## src/rtl/arb_req_client.sv

```systemverilog
// arb_req_client: requester-side companion to the round-robin req/gnt arbiter.
// Holds NUM_REQ saturating pending-transaction counters, drives req while work is
// pending, consumes one-hot grants, and flags starvation per client.
// Ports:
//   clk      - clock, all state on posedge
//   rst      - asynchronous active-low reset
//   push     - per-client enqueue strobe
//   push_ok  - client can accept a push (pending count below max)
//   req      - request lines to the arbiter
//   gnt      - grant lines from the arbiter (one-hot or zero)
//   served   - registered pulse one cycle after a grant is consumed
//   pending  - flattened pending counts, client i at [i*CNT_W +: CNT_W]
//   starve   - client has waited at least STARVE_LIMIT cycles
//   err      - sticky grant-protocol error
// Optional: define ARB_GNT_CHECK_EN to enable the grant protocol checker;
// otherwise err is tied low.
module arb_req_client #(
    parameter int NUM_REQ      = 4,
    parameter int CNT_W        = 3,
    parameter int WAIT_W       = 8,
    parameter int STARVE_LIMIT = 16
) (
    input  logic                     clk,
    input  logic                     rst,
    input  logic [NUM_REQ-1:0]       push,
    output logic [NUM_REQ-1:0]       push_ok,
    output logic [NUM_REQ-1:0]       req,
    input  logic [NUM_REQ-1:0]       gnt,
    output logic [NUM_REQ-1:0]       served,
    output logic [NUM_REQ*CNT_W-1:0] pending,
    output logic [NUM_REQ-1:0]       starve,
    output logic                     err
);
    localparam logic [CNT_W-1:0]  CNT_MAX = '1;
    localparam logic [WAIT_W-1:0] WAIT_MAX = '1;
    localparam logic [WAIT_W-1:0] LIMIT = WAIT_W'(STARVE_LIMIT);
    logic [NUM_REQ-1:0] take;
`ifdef ARB_GNT_CHECK_EN
    localparam logic [NUM_REQ-1:0] ONE = 1;
    logic multi, stray, err_q;
    // more than one grant bit: no bit is trusted, so nothing is consumed
    assign multi = |(gnt & (gnt - ONE));
    assign stray = |(gnt & ~req);
    assign take  = multi ? '0 : gnt & req;
    assign err   = err_q;
    always_ff @(posedge clk or negedge rst)
        if (!rst)
            err_q <= 1'b0;
        else if (multi || stray)
            err_q <= 1'b1;
`else
    assign take = gnt & req;
    assign err  = 1'b0;
`endif
    for (genvar i = 0; i < NUM_REQ; i++) begin : g_cli
        logic [CNT_W-1:0]  cnt;
        logic [WAIT_W-1:0] wcnt, wnext;
        logic              srv_q, stv_q;
        assign req[i]                    = cnt != '0;
        assign push_ok[i]                = cnt != CNT_MAX;
        assign pending[i*CNT_W +: CNT_W] = cnt;
        assign served[i]                 = srv_q;
        assign starve[i]                 = stv_q;
        always_comb
            wnext = (!req[i] || take[i]) ? '0 :
                    (gnt[i] || wcnt == WAIT_MAX) ? wcnt : wcnt + 1'b1;
        always_ff @(posedge clk or negedge rst)
            if (!rst) begin
                cnt   <= '0;
                wcnt  <= '0;
                srv_q <= 1'b0;
                stv_q <= 1'b0;
            end else begin
                cnt   <= cnt + CNT_W'(push[i] & push_ok[i]) - CNT_W'(take[i]);
                wcnt  <= wnext;
                srv_q <= take[i];
                // tracks the wait count being loaded this edge
                stv_q <= wnext >= LIMIT;
            end
    end
endmodule

```

## config.mk

```make
export PLATFORM = sky130hd
export DESIGN_NAME = arb_req_client
export DESIGN_NICKNAME = d
export VERILOG_FILES = /design/src/rtl/arb_req_client.sv
export SDC_FILE = /design/constraint.sdc
export NUM_CORES = 1
export LEC_CHECK = 0
export BUFFER_PORTS_ARGS = -buffer_cell sky130_fd_sc_hd__buf_2
export CAP_MARGIN = 15
export CORE_UTILIZATION = 61
export DETAILED_ROUTE_END_ITERATION = 8
export HOLD_SLACK_MARGIN = 0.15
export PLACE_DENSITY = 0.89
export SYNTH_ARGS = -nofsm -noshare
export SYNTH_HDL_FRONTEND = slang
export SYNTH_SLANG_ARGS = --single-unit
```

## constraint.sdc

```tcl
create_clock -name clk -period 5.5 [get_ports clk]
set_clock_uncertainty 0.2 [all_clocks]
set_input_delay 0.825 -clock clk [delete_from_list [all_inputs] [get_ports clk]]
set_output_delay 0.825 -clock clk [all_outputs]
set_load 0.03 [all_outputs]
```

==> results.cfg <==
[timing]
relSlewSlack = 0.592
final-setup-viol-count = 0
worstMarginPinSlew_ps = 612
holdWs_ps = 342
finalSetupTns_ps = 0
hold_viol_final = 0
postLayoutSetupSlackWorst_ps = 2980
period_needed_ps = 2520
rsz0062_at_grt = false
max_freq_mhz = 397
drv_slew = 0
post-route-period-util = 0.457

[routing]
via_count = 1959
vias_per_cell = 5.73
routed_wl_um = 4720
wire_per_inst_um = 13.8
ant_nets = 0
drc = 0
drtPass1Iterations = 4
dr.first_iter.drc_count = 178

[critical_path]
cp.arrival_ps = 1490
end_kind = primary output
cp.required_ps = 4470
crit_fanout = 5
crit_path_start_kind = flip-flop
path_class = reg -> out

[global_routing]
grt_antenna_before_repair = 0
globalRouteOverflowTotal = 0
grt_max_degree = 53
first_global_vias = 1902
grtUsageTotal = 0.236
grt_pass1_wl_um = 7970

[job]
maxCapViolCount = 0

[clocking]
cts_root_buf = clkbuf_8
cts_setup_buffers = 0
clk_latency_ps = 310
cts_tree = done
numCtsBuffers = 5
htree_levels = 2
post_cts_resized = 0
clk_path_buf_depth = 2
clkTransAtPathRegs_ps = 90
cts_hold_buf = 0
cts.sinks = 52

[placed_design]
portBuffers = 37
pre_cts_ws_ps = 2890
hpwl_um = 3490
gp_congestion = 0.826
dp_cells = 334

[yosys]
synthTopCellsByArea = dfrtp_1 49%, ha_1 5.6%, nor2_1 4.2%, inv_1 3.2%, fa_1 3.0%
synth_top_area_frac = 0.489
synth-xor-area-share = 0.0493
syn-num-nets = 285
synthArstFlopShare = 1.00
synth.largest_area_cell = dfrtp_1
synth_compound_area_frac = 0.0879
synth_area_per_cell_um2 = 10.3
muxShareOfSynthArea = 0.0113
synthSimpleGateAreaFrac = 0.208
synth_edf_count = 0
synth_fa_ha_area_frac = 0.0865
ys_seq_area_frac = 0.489
ys_warn_count = 0
synth_top_flop_cell = dfrtp_1
netlist_instances = 259
ys_ff_latch = 52
synth_top_family_by_area = simple AND/OR/NAND/NOR gates
synth_cell_types = 42
synth_area_mm2 = 0.00266

[outcome]
status = finished clean

[power]
vdd_drop_max_mv = 0.313
p_per_area_mw_per_mm2 = 464
p_leak_nw = 1.42

[die]
die-area_mm2 = 0.00463
die_w_um = 68.1
initial_core_util = 0.652
io_pins = 39
die_h_um = 68.1
rows = 23
coreArea_mm2 = 0.00409

[final_layout]
utilization = 0.718
layout-area-overhead-vs-synth_pct = 10.2
n_antenna_cell = 0
fillerInstances = 312
nets = 317
finalNonFillerCells = 342
layout-drive-gt1-share = 0.171

[min_path]
hp-class = reg -> reg
==> state kept, by name (all words and copies together), names as in the netlist <==
name	count
g_cli.srv_q	4
g_cli.wcnt	32
g_cli.stv_q	4
g_cli.cnt	12
==> Yosys cell counts (2+ instances only) <==
library cell	n
dfrtp_1	52
nor2_1	30
inv_1	23
nand3_1	14
ha_1	12
nand2_1	11
nor3_1	10
buf_4	9
xnor2_1	9
a31oi_1	8
and3_1	6
xor2_1	6
a21oi_1	5
nand4_1	5
a211oi_1	4
fa_1	4
nor2b_1	4
nor3_2	4
o211ai_1	4
o21ai_0	4
o21bai_1	4
and4b_1	3
mux2i_1	3
or2_1	3
and4_1	2
buf_2	2
nand4b_1	2
or4_1	2
==> final timing paths <==
path                       depth (start not counted)          endpoint  slack (ps)       startpoint
setup / recovery                                   3            req[0]        2980  g_cli[0].cnt[1]
hold / removal                                     1   g_cli[3].cnt[2]         340  g_cli[3].cnt[2]
setup reg to reg                                   8   g_cli[0].cnt[2]        3110  g_cli[0].cnt[1]
hold reg to reg                                    1   g_cli[3].cnt[2]         340  g_cli[3].cnt[2]
max in group asynchronous                          2  g_cli[0].wcnt[1]        4290              rst
min in group asynchronous                          2    g_cli[3].srv_q         400              rst
==> stage by stage <==
step	cell area [µm²]	power (mW)
6_report	2930	1.36
5_1_grt	2930	1.46
4_1_cts	2930	1.38
3_5_place_dp	2830	1.12
3_3_place_gp	2830	1.08
2_1_floorplan	2660	0.965
==> power by group <==
group | internal, mW | switching, mW
Sequential | 0.466 | 0.0957
Combinational | 0.199 | 0.343
Clock | 0.135 | 0.123
==> logic make-up after synthesis <==
family	count (synthesis)
buffers and inverters	36
AND/OR/NAND/NOR	102
flip-flops	52
XOR/XNOR	15
multiplexers	3
other	1
adder cells (fa/ha/maj)	16
AO/OA/AOI/OAI	34
==> metal layers <==
metal	wire length (µm)	track usage	up-vias
met5	0	0	-
met3	276	0.0667	12
li1	-	-	962
met1	2060	0.289	929
met4	88	0.130	0
met2	2290	0.375	56
==> critical path, stage by stage, from the launching register on <==
cell and delay (ps):
dfrtp_1 470, nor3_1 430, inv_1 90, buf_2 190
==> placed cells by master, fill, tap and decap left out, types with 3 or more instances in the layout <==
cell type and count:
a31oi_1 8, dfrtp_1 52, ha_1 12, or2_1 3, buf_2 37, mux2i_1 3, xnor2_1 9, nor2_1 30
nor3_1 10, and3_1 6, nor2b_1 4, and4b_1 3, o21bai_1 4, nand4_1 5, inv_1 23, nand3_1 14
clkbuf_8 5, xor2_1 6, a211oi_1 4, nand2_1 11, o21ai_0 4, o211ai_1 4, fa_1 4, nor3_2 4
a21oi_1 5
==> final cells by class <==
| class | count | area (µm²) | area share |
|---|---|---|---|
| Sequential cell | 52 | 1300 | 0.444 |
| Multi-Input combinational cell | 171 | 1180 | 0.403 |
| Timing Repair Buffer | 38 | 193 | 0.0657 |
| Inverter | 23 | 86.3 | 0.0294 |
| Clock buffer | 6 | 72.6 | 0.0247 |
| Tap cell | 50 | 62.6 | 0.0213 |
| Clock inverter | 2 | 35.0 | 0.0119 |
(Power assumes the default switching activity.)
